--- src/rtl/spu_pipe_pkg.sv ---
// rtl/spu_pipe_pkg.sv - shared types and helpers for the SPU result-staging pipeline
package spu_pipe_pkg;

  localparam int REG_ADDR_W = 7;
  localparam int UID_W      = 3;
  localparam int RT_MAX_W   = 128;

  // rt is sized for the widest pipe; narrower DATA_W builds use the low bits.
  typedef struct packed {
    logic                  valid;
    logic                  wreg;
    logic [REG_ADDR_W-1:0] rtaddr;
    logic [RT_MAX_W-1:0]   rt;
    logic [UID_W-1:0]      uid;
  } spu_result_t;

  function automatic int clog2(input int value);
    int r;
    r = 0;
    for (int i = 0; i < 31; i++) begin
      if ((1 << i) < value) r = i + 1;
    end
    return r;
  endfunction

endpackage

--- src/rtl/spu_result_stage.sv ---
// rtl/spu_result_stage.sv - one pipeline stage holding a result entry per issue pipe
module spu_result_stage
  import spu_pipe_pkg::*;
#(
  parameter int NUM_PIPES = 2
) (
  input  logic                          clk,
  input  logic                          rst,
  input  logic                          hold,
  input  logic                          kill,
  input  spu_result_t [NUM_PIPES-1:0]   d,
  output spu_result_t [NUM_PIPES-1:0]   q,
  output spu_result_t [NUM_PIPES-1:0]   q_next
);

  // Kill applies after the hold/advance choice, so a stalled flush clears in place.
  always_comb begin
    q_next = hold ? q : d;
    if (kill) begin
      for (int p = 0; p < NUM_PIPES; p++) begin
        q_next[p].valid = 1'b0;
      end
    end
  end

  always_ff @(posedge clk) begin
    if (rst) q <= '0;
    else     q <= q_next;
  end

endmodule

--- src/rtl/spu_result_pipe.sv ---
// rtl/spu_result_pipe.sv - DEPTH-stage SPU writeback staging with stall, partial flush, forwarding
// Forwarding lookup is built only when SPU_RESULT_PIPE_LOOKUP_EN is defined.
module spu_result_pipe
  import spu_pipe_pkg::*;
#(
  parameter int NUM_PIPES    = 2,
  parameter int DEPTH        = 4,
  parameter int DATA_W       = 128,
  parameter int FLUSH_STAGES = 2
) (
  input  logic                                     clk,
  input  logic                                     rst,
  input  logic                                     stall,
  input  logic                                     flush,
  input  logic [NUM_PIPES-1:0]                     in_valid,
  input  logic [NUM_PIPES-1:0]                     in_wreg,
  input  logic [NUM_PIPES*REG_ADDR_W-1:0]          in_rtaddr,
  input  logic [NUM_PIPES*DATA_W-1:0]              in_rt,
  input  logic [NUM_PIPES*UID_W-1:0]               in_uid,
  output logic [NUM_PIPES-1:0]                     out_valid,
  output logic [NUM_PIPES-1:0]                     out_wreg,
  output logic [NUM_PIPES*REG_ADDR_W-1:0]          out_rtaddr,
  output logic [NUM_PIPES*DATA_W-1:0]              out_rt,
  output logic [NUM_PIPES*UID_W-1:0]               out_uid,
  output logic [clog2(DEPTH*NUM_PIPES+1)-1:0]      occupancy,
  input  logic [NUM_PIPES*REG_ADDR_W-1:0]          lk_addr,
  output logic [NUM_PIPES-1:0]                     lk_hit,
  output logic [NUM_PIPES*DATA_W-1:0]              lk_data
);

  localparam int OCC_W = clog2(DEPTH*NUM_PIPES+1);

  spu_result_t [NUM_PIPES-1:0] in_pack;
  spu_result_t [NUM_PIPES-1:0] stage_d [DEPTH];
  spu_result_t [NUM_PIPES-1:0] stage_q [DEPTH];
  spu_result_t [NUM_PIPES-1:0] stage_n [DEPTH];
  logic [OCC_W-1:0]            occ_next;
  spu_result_t                 tail;

  always_comb begin
    in_pack = '0;
    for (int p = 0; p < NUM_PIPES; p++) begin
      in_pack[p].valid  = in_valid[p];
      in_pack[p].wreg   = in_wreg[p];
      in_pack[p].rtaddr = in_rtaddr[p*REG_ADDR_W +: REG_ADDR_W];
      in_pack[p].rt     = RT_MAX_W'(in_rt[p*DATA_W +: DATA_W]);
      in_pack[p].uid    = in_uid[p*UID_W +: UID_W];
    end
  end

  for (genvar s = 0; s < DEPTH; s++) begin : g_stage
    if (s == 0) begin : g_head
      assign stage_d[s] = in_pack;
    end else begin : g_body
      assign stage_d[s] = stage_q[s-1];
    end

    spu_result_stage #(
      .NUM_PIPES (NUM_PIPES)
    ) u_stage (
      .clk    (clk),
      .rst    (rst),
      .hold   (stall),
      .kill   (flush && (s < FLUSH_STAGES)),
      .d      (stage_d[s]),
      .q      (stage_q[s]),
      .q_next (stage_n[s])
    );
  end

  // Counted from next-state valids so occupancy lines up with the registered stages.
  always_comb begin
    occ_next = '0;
    for (int s = 0; s < DEPTH; s++) begin
      for (int p = 0; p < NUM_PIPES; p++) begin
        occ_next = occ_next + OCC_W'(stage_n[s][p].valid);
      end
    end
  end

  always_ff @(posedge clk) begin
    if (rst) occupancy <= '0;
    else     occupancy <= occ_next;
  end

  always_comb begin
    out_valid  = '0;
    out_wreg   = '0;
    out_rtaddr = '0;
    out_rt     = '0;
    out_uid    = '0;
    tail       = '0;
    for (int p = 0; p < NUM_PIPES; p++) begin
      tail         = stage_q[DEPTH-1][p];
      out_valid[p] = tail.valid;
      out_wreg[p]  = tail.valid & tail.wreg;
      if (tail.valid) begin
        out_rtaddr[p*REG_ADDR_W +: REG_ADDR_W] = tail.rtaddr;
        out_rt[p*DATA_W +: DATA_W]             = tail.rt[DATA_W-1:0];
        out_uid[p*UID_W +: UID_W]              = tail.uid;
      end
    end
  end

`ifdef SPU_RESULT_PIPE_LOOKUP_EN
  // Scan oldest to youngest so the last match (lowest stage, highest pipe) wins.
  always_comb begin
    lk_hit  = '0;
    lk_data = '0;
    for (int r = 0; r < NUM_PIPES; r++) begin
      for (int s = DEPTH-1; s >= 0; s--) begin
        for (int p = 0; p < NUM_PIPES; p++) begin
          if (stage_q[s][p].valid && stage_q[s][p].wreg &&
              stage_q[s][p].rtaddr == lk_addr[r*REG_ADDR_W +: REG_ADDR_W]) begin
            lk_hit[r]                   = 1'b1;
            lk_data[r*DATA_W +: DATA_W] = stage_q[s][p].rt[DATA_W-1:0];
          end
        end
      end
    end
  end
`else
  logic unused_lk_addr;
  assign unused_lk_addr = ^lk_addr;
  assign lk_hit         = '0;
  assign lk_data        = '0;
`endif

endmodule

--- config.mk ---
export PLATFORM = sky130hd
export DESIGN_NAME = spu_result_pipe
export DESIGN_NICKNAME = d
export VERILOG_FILES = /design/src/rtl/spu_pipe_pkg.sv /design/src/rtl/spu_result_stage.sv /design/src/rtl/spu_result_pipe.sv
export SDC_FILE = /design/constraint.sdc
export NUM_CORES = 2
export LEC_CHECK = 0
export BUFFER_PORTS_ARGS = -buffer_cell sky130_fd_sc_hd__buf_2
export CAP_MARGIN = 10
export CORE_AREA = 3 3 326 328
export CTS_BUF_LIST = sky130_fd_sc_hd__clkbuf_4
export DETAILED_ROUTE_END_ITERATION = 16
export DIE_AREA = 0 0 329 331
export PLACE_DENSITY = 0.67
export SLEW_MARGIN = 20
export SYNTH_ARGS = -nofsm -noshare
export SYNTH_HDL_FRONTEND = slang
export SYNTH_SLANG_ARGS = --single-unit
--- constraint.sdc ---
create_clock -name clk -period 4.45 [get_ports clk]
set_clock_uncertainty 0.15 [all_clocks]
set_input_delay 0.89 -clock clk [delete_from_list [all_inputs] [get_ports clk]]
set_output_delay 0.89 -clock clk [all_outputs]
set_load 0.01 [all_outputs]
==> impl_metrics.yaml <==
outcome:
  outcome: "completed"
sta:
  fin_crit_sh: 0.844
  tightest_slew_ns: 1.15
  setup_viol_count_final: 0
  fin_hold_ws_ns: 0.239
  slew_violations: 0
  timing.max_slew.rel_slack: 0.230
  fin_ws_ns: 0.695
  fmaxAchievable_mhz: 266
  finalHoldViolCount: 0
  period_needed_ns: 3.76
  tns_ns: 0
  rsz0062_at_grt: "false"
logic_synthesis:
  ys_warn_count: 0
  synthCells: 4206
  synth.most_common_cell: "dfxtp_1"
  synthDistinctLibCells: 22
  async_reset_ff_frac: 0
  yosys.area.top_type: "dfxtp_1"
  ys_ff_latch: 1124
  syn_area_mm2: 0.0441
  ys.flop_type: "dfxtp_1"
  synth_edf_count: 0
  synth.top_cells.by_count: "dfxtp_1, mux2i_1, nor2_1"
  syn_avg_cell_area_um2: 10.5
  yosysSeqAreaShare: 0.510
  synth.area.top_cells: "dfxtp_1, mux2i_1, nor2_1"
  synth_top_area_frac: 0.510
setup_path:
  cp_num_cells: 12
  crit_path_top_delay_cell: "buf_4"
  critical-path-top-cell-by-count: "fa_1"
  cp_num_buf_inv: 5
  crit_fanout: 48
  cp_top_family: "adder cells"
  worstSetupEndpointType: "flip-flop"
  cp_data_required_time_ns: 5.23
  path_cells: "dlygate4sd3_1 -> buf_12 -> buf_4 -> mux2i_1 -> fa_1 -> inv_1 -> fa_1 -> ha_1 -> inv_1 -> fa_1 -> xor2_1 -> nor2_1"
  rr_worst_depth: 11
  max_stage_delay_ns: 0.63
  path_class: "input port to flip-flop"
  cp_data_arrival_time_ns: 4.54
  startpoint_type: "input port"
  reg2reg_slack_ns: 1.10
die:
  start_util: 0.426
  fp.coreArea_mm2: 0.103
  fp.dieH_um: 331
  die_area_mm2: 0.109
  fp.dieW_um: 329
  core.rowCount: 118
  ios: 840
clocking:
  htree_levels: 5
  cts_num_sinks: 1124
  clk_pin_slew_ns: 0.06
  clockBufferDepth: 4
  root_buffer: "clkbuf_4"
  cts_repair_resize_count: 0
  clk_latency_ns: 1.13
  cts_buffers: 312
  cts_tree: "done"
hold_path:
  whs_path_depth: 2
  hold_path_class: "flip-flop to flip-flop"
layout:
  final_cell_count_no_fill: 6695
  final_nets: 5427
  syn_to_final_growth_pct: 18.8
  drive_gt1_frac: 0.202
placement:
  routabilityCongestion: 0.774
  io_buffers: 567
  place_ws_ns: 0.256
  dp.cells: 5905
  dp_hpwl_um: 60800
power_and_ir_drop:
  power.density_mw_per_mm2: 394
  ir_drop_mv: 0.235
  p_leak_nw: 25.5
flow_run:
  drv_cap: 0
route:
  vias_per_cell: 4.50
  drc: 0
  dr.max_layer_used: "met5"
  ant_nets: 0
  dr.pass1.iters: 6
  routed-wl-met2_um: 45100
  drt_wl_total_um: 95300
  wl_per_cell_um: 14.2
  via_count: 30200
  detailedRoute.firstIterationViolations: 1619
  wl_met1_um: 40800
  wl_met3_um: 5680
global_routing:
  grt_pass1_wl_um: 149000
  grt_start_max_net_pins: 150
  overflow: 0
  track_usage: 0.167
  antenna_found_initial: 19
  grt_pass1_vias: 29000
## metal layers
layer,global-route usage,vias to the layer above
met5,0,-
li1,-,15300
met4,0.0899,2
met1,0.199,13900
met3,0.0519,232
met2,0.270,752
## kinds of logic (layout without fill, tap and decap cells)
logic type / count (synthesis) / in the layout / share of synthesized area
other: 1 / 281 / 0.0000851
muxes: 1120 / 1120 / 0.254
adders and majority gates: 7 / 7 / 0.00267
DFF: 1124 / 1124 / 0.510
xor gates and xnor gates: 1 / 1 / 0.000199
buffers and inverters: 546 / 1375 / 0.0961
AOI/OAI and AO/OA: 1 / 1 / 0.000113
and+or+nand+nor: 1406 / 1406 / 0.136
## state kept, by name (all words and copies together), names as in the netlist
| signal | count |
|---|---|
| g_stage.u_stage.q | 1120 |
| occupancy | 4 |
## worst paths after layout
check	endpoint	startpoint
worst max-delay path	occupancy[2]	stall
worst min register to register	g_stage[1].u_stage.q[154]	g_stage[0].u_stage.q[154]
worst max register to register	occupancy[2]	g_stage[0].u_stage.q[139]
worst min-delay path	g_stage[1].u_stage.q[154]	g_stage[0].u_stage.q[154]
## placed cells by master (no fill, tap or decap), drive strengths merged
master / count
a21oi: 1
and2: 278
buf: 602
bufinv: 3
clkbuf: 449
clkinv: 26
clkinvlp: 1
conb: 258
dfxtp: 1124
diode: 23
dlygate4sd3: 283
fa: 4
ha: 3
inv: 11
mux2: 2
mux2i: 1118
nor2: 1117
nor2b: 3
nor3: 4
nor3b: 1
or2: 3
xor2: 1
## stage by stage
step | area, µm² | utilization | power [mW]
4_1_cts | 52300 | 0.506 | 21.1
3_3_place_gp | 45900 | 0.443 | 12.0
6_report | 52400 | 0.506 | 20.7
5_1_grt | 52400 | 0.506 | 21.8
3_5_place_dp | 45900 | 0.443 | 12.0
2_1_floorplan | 45000 | - | 12.0
## report_power, final
group          leakage (nW)  switching [mW]  internal, mW
Clock                  2.18            3.92          4.73
Combinational          14.2           0.782         0.716
Sequential             9.14           0.150          10.4
## cell type report
cell class | instances | area, µm²
tap | 1380 | 1730
fill | 9476 | 51100
clock buffer | 449 | 3370
multi-input combinational | 2793 | 18300
sequential | 1124 | 22500
antenna | 23 | 57.6
inverter | 6 | 22.5
timing repair buffer | 885 | 6160
clock inverter | 35 | 230
## tightest hold or removal path: stages (launching register included)
cell     delay [ns]
dfxtp_1        0.32
mux2i_1        0.07
nor2_1         0.07
## timing repair
item	4_1_cts	5_1_grt
endpoints found under the hold margin	303	0
hold buffers	283	0
setup buffers	0	0
Power figures use the tool's default switching activity.
